[src/rtl/execute_stage.sv]
// Execute stage of a 5-stage MIPS-style pipeline: operand forwarding, ALU,
// and a 32-cycle iterative shift-add multiplier feeding HI/LO.
module execute_stage #(
    parameter int FWD_EN = 1
) (
    input  logic         clk,
    input  logic         reset,
    input  logic [135:0] IDEXReg,
    input  logic [70:0]  MEMWBReg,
    output logic [74:0]  EXMEReg,
    output logic         exStall,
    output logic [1:0]   dbgState
);

    typedef enum logic [1:0] {IDLE = 2'd0, MUL = 2'd1, DONE = 2'd2} state_t;

    state_t state, nextState;

    // ID/EX field decode
    logic        regDst, memRead, memtoReg, memWrite, aluSrc, regWrite;
    logic [1:0]  aluOp;
    logic [31:0] imm, rtData, rsData, instr;
    logic [4:0]  rs, rt, rd, shamt, wreg;
    logic [5:0]  funct;
    logic        ctrlValid, isMult, isSigned;

    assign regDst    = IDEXReg[135];
    assign memRead   = IDEXReg[134];
    assign memtoReg  = IDEXReg[133];
    assign aluOp     = IDEXReg[132:131];
    assign memWrite  = IDEXReg[130];
    assign aluSrc    = IDEXReg[129];
    assign regWrite  = IDEXReg[128];
    assign imm       = IDEXReg[127:96];
    assign rtData    = IDEXReg[95:64];
    assign rsData    = IDEXReg[63:32];
    assign instr     = IDEXReg[31:0];
    assign rs        = instr[25:21];
    assign rt        = instr[20:16];
    assign rd        = instr[15:11];
    assign shamt     = instr[10:6];
    assign funct     = instr[5:0];
    assign wreg      = regDst ? rd : rt;
    assign ctrlValid = (IDEXReg[135:128] != 8'd0);
    assign isMult    = (aluOp == 2'b10) && ((funct == 6'h18) || (funct == 6'h19));
    assign isSigned  = (funct == 6'h18);

    // Opcode bits are decoded upstream; the stage only needs the R-type fields.
    logic unusedOpcode;
    assign unusedOpcode = ^instr[31:26];

    // Forwarding sources: a load in EX/MEM has no data yet, so it never forwards.
    logic        exFwdOk, wbFwdOk;
    logic [31:0] wbVal, fwdA, fwdB;
    assign exFwdOk = EXMEReg[69] && !EXMEReg[71] && (EXMEReg[68:64] != 5'd0);
    assign wbFwdOk = MEMWBReg[37] && (MEMWBReg[36:32] != 5'd0);
    assign wbVal   = MEMWBReg[70] ? MEMWBReg[31:0] : MEMWBReg[69:38];

    // Operand selection with EX/MEM taking priority over MEM/WB
    always_comb begin
        fwdA = rsData;
        fwdB = rtData;
        if (FWD_EN != 0) begin
            if (exFwdOk && (EXMEReg[68:64] == rs))      fwdA = EXMEReg[31:0];
            else if (wbFwdOk && (MEMWBReg[36:32] == rs)) fwdA = wbVal;
            if (exFwdOk && (EXMEReg[68:64] == rt))      fwdB = EXMEReg[31:0];
            else if (wbFwdOk && (MEMWBReg[36:32] == rt)) fwdB = wbVal;
        end
    end

    logic [31:0] aluA, aluB, addRes, subRes, aluRes;
    logic        addOvf, subOvf, ovf, sltRes;
    assign aluA   = fwdA;
    assign aluB   = aluSrc ? imm : fwdB;
    assign addRes = aluA + aluB;
    assign subRes = aluA - aluB;
    assign addOvf = (aluA[31] == aluB[31]) && (addRes[31] != aluA[31]);
    assign subOvf = (aluA[31] != aluB[31]) && (subRes[31] != aluA[31]);
    assign sltRes = ($signed(aluA) < $signed(aluB));

    logic [31:0] hi, lo;

    // ALU result and signed-overflow flag (only add/sub can overflow)
    always_comb begin
        aluRes = 32'd0;
        ovf    = 1'b0;
        case (aluOp)
            2'b00: begin aluRes = addRes; ovf = addOvf; end
            2'b01: begin aluRes = subRes; ovf = subOvf; end
            2'b11: aluRes = {31'd0, sltRes};
            default: begin
                case (funct)
                    6'h20: begin aluRes = addRes; ovf = addOvf; end
                    6'h22: begin aluRes = subRes; ovf = subOvf; end
                    6'h24: aluRes = aluA & aluB;
                    6'h25: aluRes = aluA | aluB;
                    6'h2A: aluRes = {31'd0, sltRes};
                    6'h00: aluRes = aluB << shamt;
                    6'h10: aluRes = hi;
                    6'h12: aluRes = lo;
                    default: aluRes = 32'd0;
                endcase
            end
        endcase
    end

    // Multiplier works on magnitudes; the sign is reapplied once at DONE.
    logic [63:0] mcand, acc, product;
    logic [31:0] mplier, absA, absB;
    logic [4:0]  counter;
    logic        negate;
    assign absA    = (isSigned && fwdA[31]) ? (~fwdA + 32'd1) : fwdA;
    assign absB    = (isSigned && fwdB[31]) ? (~fwdB + 32'd1) : fwdB;
    assign product = negate ? (~acc + 64'd1) : acc;

    // Stall is forced low during reset so a pending MULT cannot hold the front end.
    assign exStall  = !reset && (((state == IDLE) && isMult) || (state == MUL));
    assign dbgState = state;

    // State register
    always_ff @(posedge clk or posedge reset) begin
        if (reset) state <= IDLE;
        else       state <= nextState;
    end

    // Next-state logic
    always_comb begin
        nextState = state;
        case (state)
            IDLE:    if (isMult) nextState = MUL;
            MUL:     if (counter == 5'd31) nextState = DONE;
            DONE:    nextState = IDLE;
            default: nextState = IDLE;
        endcase
    end

    // Datapath: EX/MEM capture, multiplier iterations and HI/LO update
    always_ff @(posedge clk or posedge reset) begin
        if (reset) begin
            EXMEReg <= 75'd0;
            hi      <= 32'd0;
            lo      <= 32'd0;
            mcand   <= 64'd0;
            mplier  <= 32'd0;
            acc     <= 64'd0;
            negate  <= 1'b0;
            counter <= 5'd0;
        end else begin
            case (state)
                IDLE: begin
                    if (isMult) begin
                        mcand   <= {32'd0, absA};
                        mplier  <= absB;
                        acc     <= 64'd0;
                        negate  <= isSigned && (fwdA[31] ^ fwdB[31]);
                        counter <= 5'd0;
                        EXMEReg <= 75'd0;
                    end else begin
                        EXMEReg <= {ovf, ctrlValid, memWrite, memRead, memtoReg,
                                    regWrite, wreg, fwdB, aluRes};
                    end
                end
                MUL: begin
                    if (mplier[0]) acc <= acc + mcand;
                    mcand   <= mcand << 1;
                    mplier  <= mplier >> 1;
                    counter <= counter + 5'd1;
                    EXMEReg <= 75'd0;
                end
                DONE: begin
                    hi      <= product[63:32];
                    lo      <= product[31:0];
                    EXMEReg <= {1'b0, 1'b1, memWrite, memRead, memtoReg,
                                1'b0, wreg, fwdB, product[31:0]};
                end
                default: EXMEReg <= 75'd0;
            endcase
        end
    end

endmodule

[config.mk]
export PLATFORM = sky130hd
export DESIGN_NAME = execute_stage
export DESIGN_NICKNAME = d
export VERILOG_FILES = /design/src/rtl/execute_stage.sv
export SDC_FILE = /design/constraint.sdc
export NUM_CORES = 2
export LEC_CHECK = 0
export CORE_MARGIN = 2
export CORE_UTILIZATION = 35
export CTS_CLUSTER_SIZE = 28
export DETAILED_ROUTE_END_ITERATION = 10
export MAX_ROUTING_LAYER = met4
export SETUP_SLACK_MARGIN = 0.05
export SLEW_MARGIN = 25
export SYNTH_ARGS = -nofsm -noshare
export SYNTH_HDL_FRONTEND = slang
export SYNTH_SLANG_ARGS = --single-unit
[constraint.sdc]
create_clock -name clk -period 36.1 [get_ports clk]
set_clock_uncertainty 0.15 [all_clocks]
set_input_delay 9.025 -clock clk [delete_from_list [all_inputs] [get_ports clk]]
set_output_delay 9.025 -clock clk [all_outputs]
set_load 0.05 [all_outputs]
Yosys cells after proc, flatten, opt, wreduce, memory -nomap -nowiden
Cells that the tools add are included.

$add $sub $neg: 7. $lt $le $gt $ge: 1. Equality and inequality tests: 26. Shift operators: 1. Multiplexer cells: 28. Bitwise operators: 6. Reduce and logical (&&, ||, !) cells: 30.

Operators with widths (count): 32-bit 2-to-1 mux (9); 64-bit 2-to-1 mux (4); 32-bit one-hot mux with 8 select lines (1); 64-bit one-hot mux with 2 select lines (2); 75-bit one-hot mux with 2 select lines (1); 32-bit one-hot mux with 3 select lines (1); 75-bit 2-to-1 mux (1); 32-bit by 1-bit adder with 32-bit output, second input constant (2); 64-bit by 1-bit adder with 64-bit output, second input constant (1); 64-bit adder (1); 32-bit NOT (2); 64-bit NOT (1); 32-bit one-hot mux with 2 select lines (1); 32-bit adder (1); 32-bit AND (1); 32-bit less-than comparator (1); 32-bit bitwise OR (1); 32-bit by 5-bit << shifter with 32-bit output (1); 32-bit subtractor (1); 6-bit == test, second input constant (5); 6-bit by 5-bit == test with 1-bit output, second input constant (4); 5-bit == test (4); 1-bit logical AND (15); 5-bit 2-to-1 mux (2); other kinds (23) (36).

Register bits: 307. Output and inout port bits: 78. Logic and storage cells: 108.

Longest topological paths before layout
Depth in word-level cells: 13. Gate-level depth with buffers: 25.

Least setup slack after synthesis
Ideal clock, no wire load.

Path type: input port to output port. Start: input port IDEXReg[131]. End: output port exStall. Arrival: 10.973 ns. Data required time: 26.925 ns. Slack: 15.952 ns. Stages on the path: 9. Path buffers: 2. Cells stage by stage: clkbuf_1 -> inv_1 -> nand2_1 -> nor2_1 -> nand2_1 -> nor3_1 -> nor2_1 -> clkbuf_1 -> nor2_1.

Word-level cells in the longest chain between the ends: 5.

Ends and longest elaborated chain: start, declared (RTL line 8) `input logic [135:0] IDEXReg,`; 2-bit == test (RTL line 45) `assign isMult = (aluOp == 2'b10) && ((funct == 6'h18) || (funct == 6'h19));`; 1-bit logical AND (RTL line 45); 1-bit logical AND (RTL line 117) `assign exStall = !reset && (((state == IDLE) && isMult) || (state == MUL));`; 1-bit logical OR (RTL line 117); 1-bit logical AND (RTL line 117); end, declared (RTL line 11) `output logic exStall,`.

No other way between the ends.

Worst setup path in the final report
Same ends and word-level chain as after synthesis.

==> results.md <==
* Clock power frac at 0.212
* Final min period at 21.48 ns
* Hpwl dp at 94,740 um
* Max Slew Vio Count at 0
* Largest area contributor in the netlist: dfrtp_1
* Cell Chain, Critical Path: clkdlybuf4s50_1 > buf_4 > inv_1 > nand2_1 > buf_4 > nor2_1 > nand2_1 > nor3_2 > nor2_4 > nor2_1 > clkdlybuf4s50_1
* Sequential Power Share at 0.305
* First-pass GRT wire length at 181,600 um
* Cts hold-fix bufs at 0
* I/O Buffers at 280
* Largest cells by area after synthesis: dfrtp_1, ha_1, o21ai_0
* Area share of the largest cell type after synthesis at 0.2755
* Total Nets Final at 4,032
* Sw Pwr at 817.3 uW
* Slowest cell on crit path: clkdlybuf4s50_1
* CP required at 26.92 ns
* DR iter-0 viols at 2,730
* Mapped Area at 27,890 um2
* Synthesis warning total at 0
* Worst Setup SP: IDEXReg[131]
* Setup WS post-layout at 14.62 ns
* Cell Int Power at 977.5 uW
* Placed Cells at 4,659
* Reg-to-reg setup timing slack at 28.12 ns
* Die area at 81,950 um2
* Synthesized area per cell at 8.034 um2
* Async SR Flop Fraction at 1.000
* Reg clk slew, reported paths at 0.06 ns
* Synth unique cells at 89
* Mapped Cells at 3,471
* CTS tree: built
* Crit path kind: in2out
* Largest net degree at the start of global routing at 120
* Root Buffer: clkbuf_16
* Slew HR at 0.2280
* Gate power share at 0.483
* RSZ-0062 raised after global routing: false
* Drc violations at 0
* Leakage at 0.01349 uW
* Final hold violations at 0
* Die W at 286.3 um
* # IOs at 287
* Total number of vias at 28.52k
* Worst-Margin Slew at 1.140 ns
* Total power at 1795 uW
* Routed wire length at 123,200 um
* Endpoint class of the critical path: output pin
* Worst-Skew Late Latency at 0.60 ns
* Initial antenna violation count at 9
* F_max at 46.56 MHz
* DR WL/cell at 26.03 um
* Post-CTS Setup Inserts at 0
* # setup viols final at 0
* Net Count, Synth at 3,853
* Setup TNS at 0 ns
* Seq cells post-synth at 307
* H-tree levels at 2
* Max cap viols at 0
* Layout overhead on the synthesized area at 18.74%
* CP Max Fanout at 36
* Kind of start point of the critical path: primary input
* Final design utilization at 0.4198
* Sequential share of the synthesized area at 0.2755
* Worst Path Arrival at 12.30 ns
* Chip height at 286.3 um
* Row cnt at 103
* Fin crit share at 0.5949
* Total global routing overflow at 0
* Pwr dens at 54.20 nW/um2
* GRT Resource Usage Total at 0.3004
* Status: completed
* Ys flop type: dfrtp_1
* Worst R2R Start: EXMEReg[71]$_DFF_PP0_
* Switching Share at 0.4554
* Number of flops mapped to enable cells by yosys at 0
* # fillers at 8,073
* DR vias/cell at 6.026
* Initial core utilization at 0.3536
* HP Class: reg2reg
* CTS Buf Count at 39
* CP endpoint: exStall
* Final non-filler cell total at 4,733
* Vias in the first global route at 27.27k
* Dpl ws at 14.62 ns
* Core ar. at 78,870 um2
* Clock Sinks at 307
* R2R Path End: EXMEReg[0]$_DFF_PP0_
* Layout cell share with drive strength beyond 1 at 0.07699
* CP peak stage delay at 0.80 ns
* CTS resizes at 0
* Peak supply drop at 0.03684 mV
* GPL Wtd Cong at 1.005
* Routed Antenna Nets at 0
* CTS max path bufs at 3
* TritonRoute pass-1 iters at 8
* Reg2reg path depth at 21
-- synthesized netlist by cell type (all sizes together), types with 20 or more instances --
library cell,number
nor4,45
a21o,55
xor2,113
xnor2,140
dfrtp,307
a221oi,31
o21ai,371
nand2b,28
o21a,22
inv,144
clkbuf,194
nor2b,44
o211ai,32
buf,32
a21oi,214
nor2,266
o21bai,40
or4,27
mux2i,88
mux2,49
o22ai,23
ha,171
nand3,64
a31oi,60
nor3,51
nand4,53
and3,20
mux4,20
nand2,353
o31ai,70
a22oi,67
a211oi,32
-- power by group through the flow --
stage               combinational (uW)  sequential (uW)  clock [uW]
floorplan                          567              557           0
global placement                   847              549           0
detailed placement                 851              550           0
CTS                                856              545         389
global route                       953              560         402
finish                             867              547         381
-- stage by stage --
stage	area, um2	hold slack [ns]
2_1_floorplan	27890	0.2958
3_3_place_gp	31870	0.3082
3_5_place_dp	31870	0.3137
4_1_cts	33080	0.3267
5_1_grt	33110	0.3309
6_report	33110	0.3259
-- how the worst min path moves through the flow --
stage,startpoint,endpoint,slack [ns],depth (start not counted)
2_1_floorplan,lo[10]$_DFFE_PP0P_,lo[10]$_DFFE_PP0P_,0.30,2
3_3_place_gp,lo[0]$_DFFE_PP0P_,lo[0]$_DFFE_PP0P_,0.31,2
3_5_place_dp,lo[10]$_DFFE_PP0P_,lo[10]$_DFFE_PP0P_,0.31,2
4_1_cts,lo[19]$_DFFE_PP0P_,lo[19]$_DFFE_PP0P_,0.33,1
5_1_grt,lo[16]$_DFFE_PP0P_,lo[16]$_DFFE_PP0P_,0.33,1
6_report,lo[2]$_DFFE_PP0P_,lo[2]$_DFFE_PP0P_,0.33,1
-- state kept, by name, indices dropped and copies added, names as in the netlist --
register,count
EXMEReg,75
acc,64
mcand,64
hi,32
lo,32
mplier,32
counter,5
dbgState,2
negate,1
-- cell usage in the layout, fill, tap and decap left out, drive strengths merged, types with 18 or more instances in the layout --
master,instances
o21a,22
nor2b,44
o221ai,19
o22ai,23
or4,27
clkdlybuf4s50,278
a31o,18
mux2i,88
nand2b,28
a21o,55
o21ai,371
nor4,45
mux4,20
xor2,113
inv,145
nor2,266
nand2,353
and2,19
a211oi,32
a221oi,31
and3,20
nand4,53
o211ai,32
a22oi,67
buf,86
a21oi,214
mux2,49
o31ai,70
o21bai,40
nor3,51
a31oi,60
xnor2,140
clkbuf,56
ha,171
dfrtp,307
nand3,64
-- layout make-up --
cell class	count	area [um2]	share of cell area
Tap cell	1050	1314	0.03968
Timing Repair Buffer	364	3423	0.1034
Clock buffer	56	1080	0.03261
Antenna cell	7	17.52	0.0005290
Inverter	144	548.0	0.01655
Multi-Input combinational cell	2794	18920	0.5713
Clock inverter	11	128.9	0.003892
Sequential cell	307	7684	0.2321
-- cells by family after synthesis --
| kind of cell | count (synthesis) | synth area share |
|---|---|---|
| AOI/OAI and AO/OA | 1183 | 0.2735 |
| xor gates and xnor gates | 253 | 0.07946 |
| adders and majority gates | 173 | 0.07816 |
| buffers and inverters | 370 | 0.05016 |
| DFF | 307 | 0.2755 |
| muxes | 157 | 0.06753 |
| and+or+nand+nor | 1028 | 0.1757 |
-- per-layer routing --
metal / track usage / vias up / share of wire
li1: - / 13100 / -
met1: 0.3825 / 13890 / 0.42
met2: 0.4738 / 1298 / 0.45
met3: 0.05644 / 228 / 0.085
met4: 0.1118 / 0 / 0.040
met5: - / - / 0
-- critical path: cells and delay by family --
family / cells / cell delay (ns)
buffers and inverters: 5 / 2.25
AND/OR/NAND/NOR: 6 / 0.99
No activity file was read; power rests on OpenSTA's default activity.
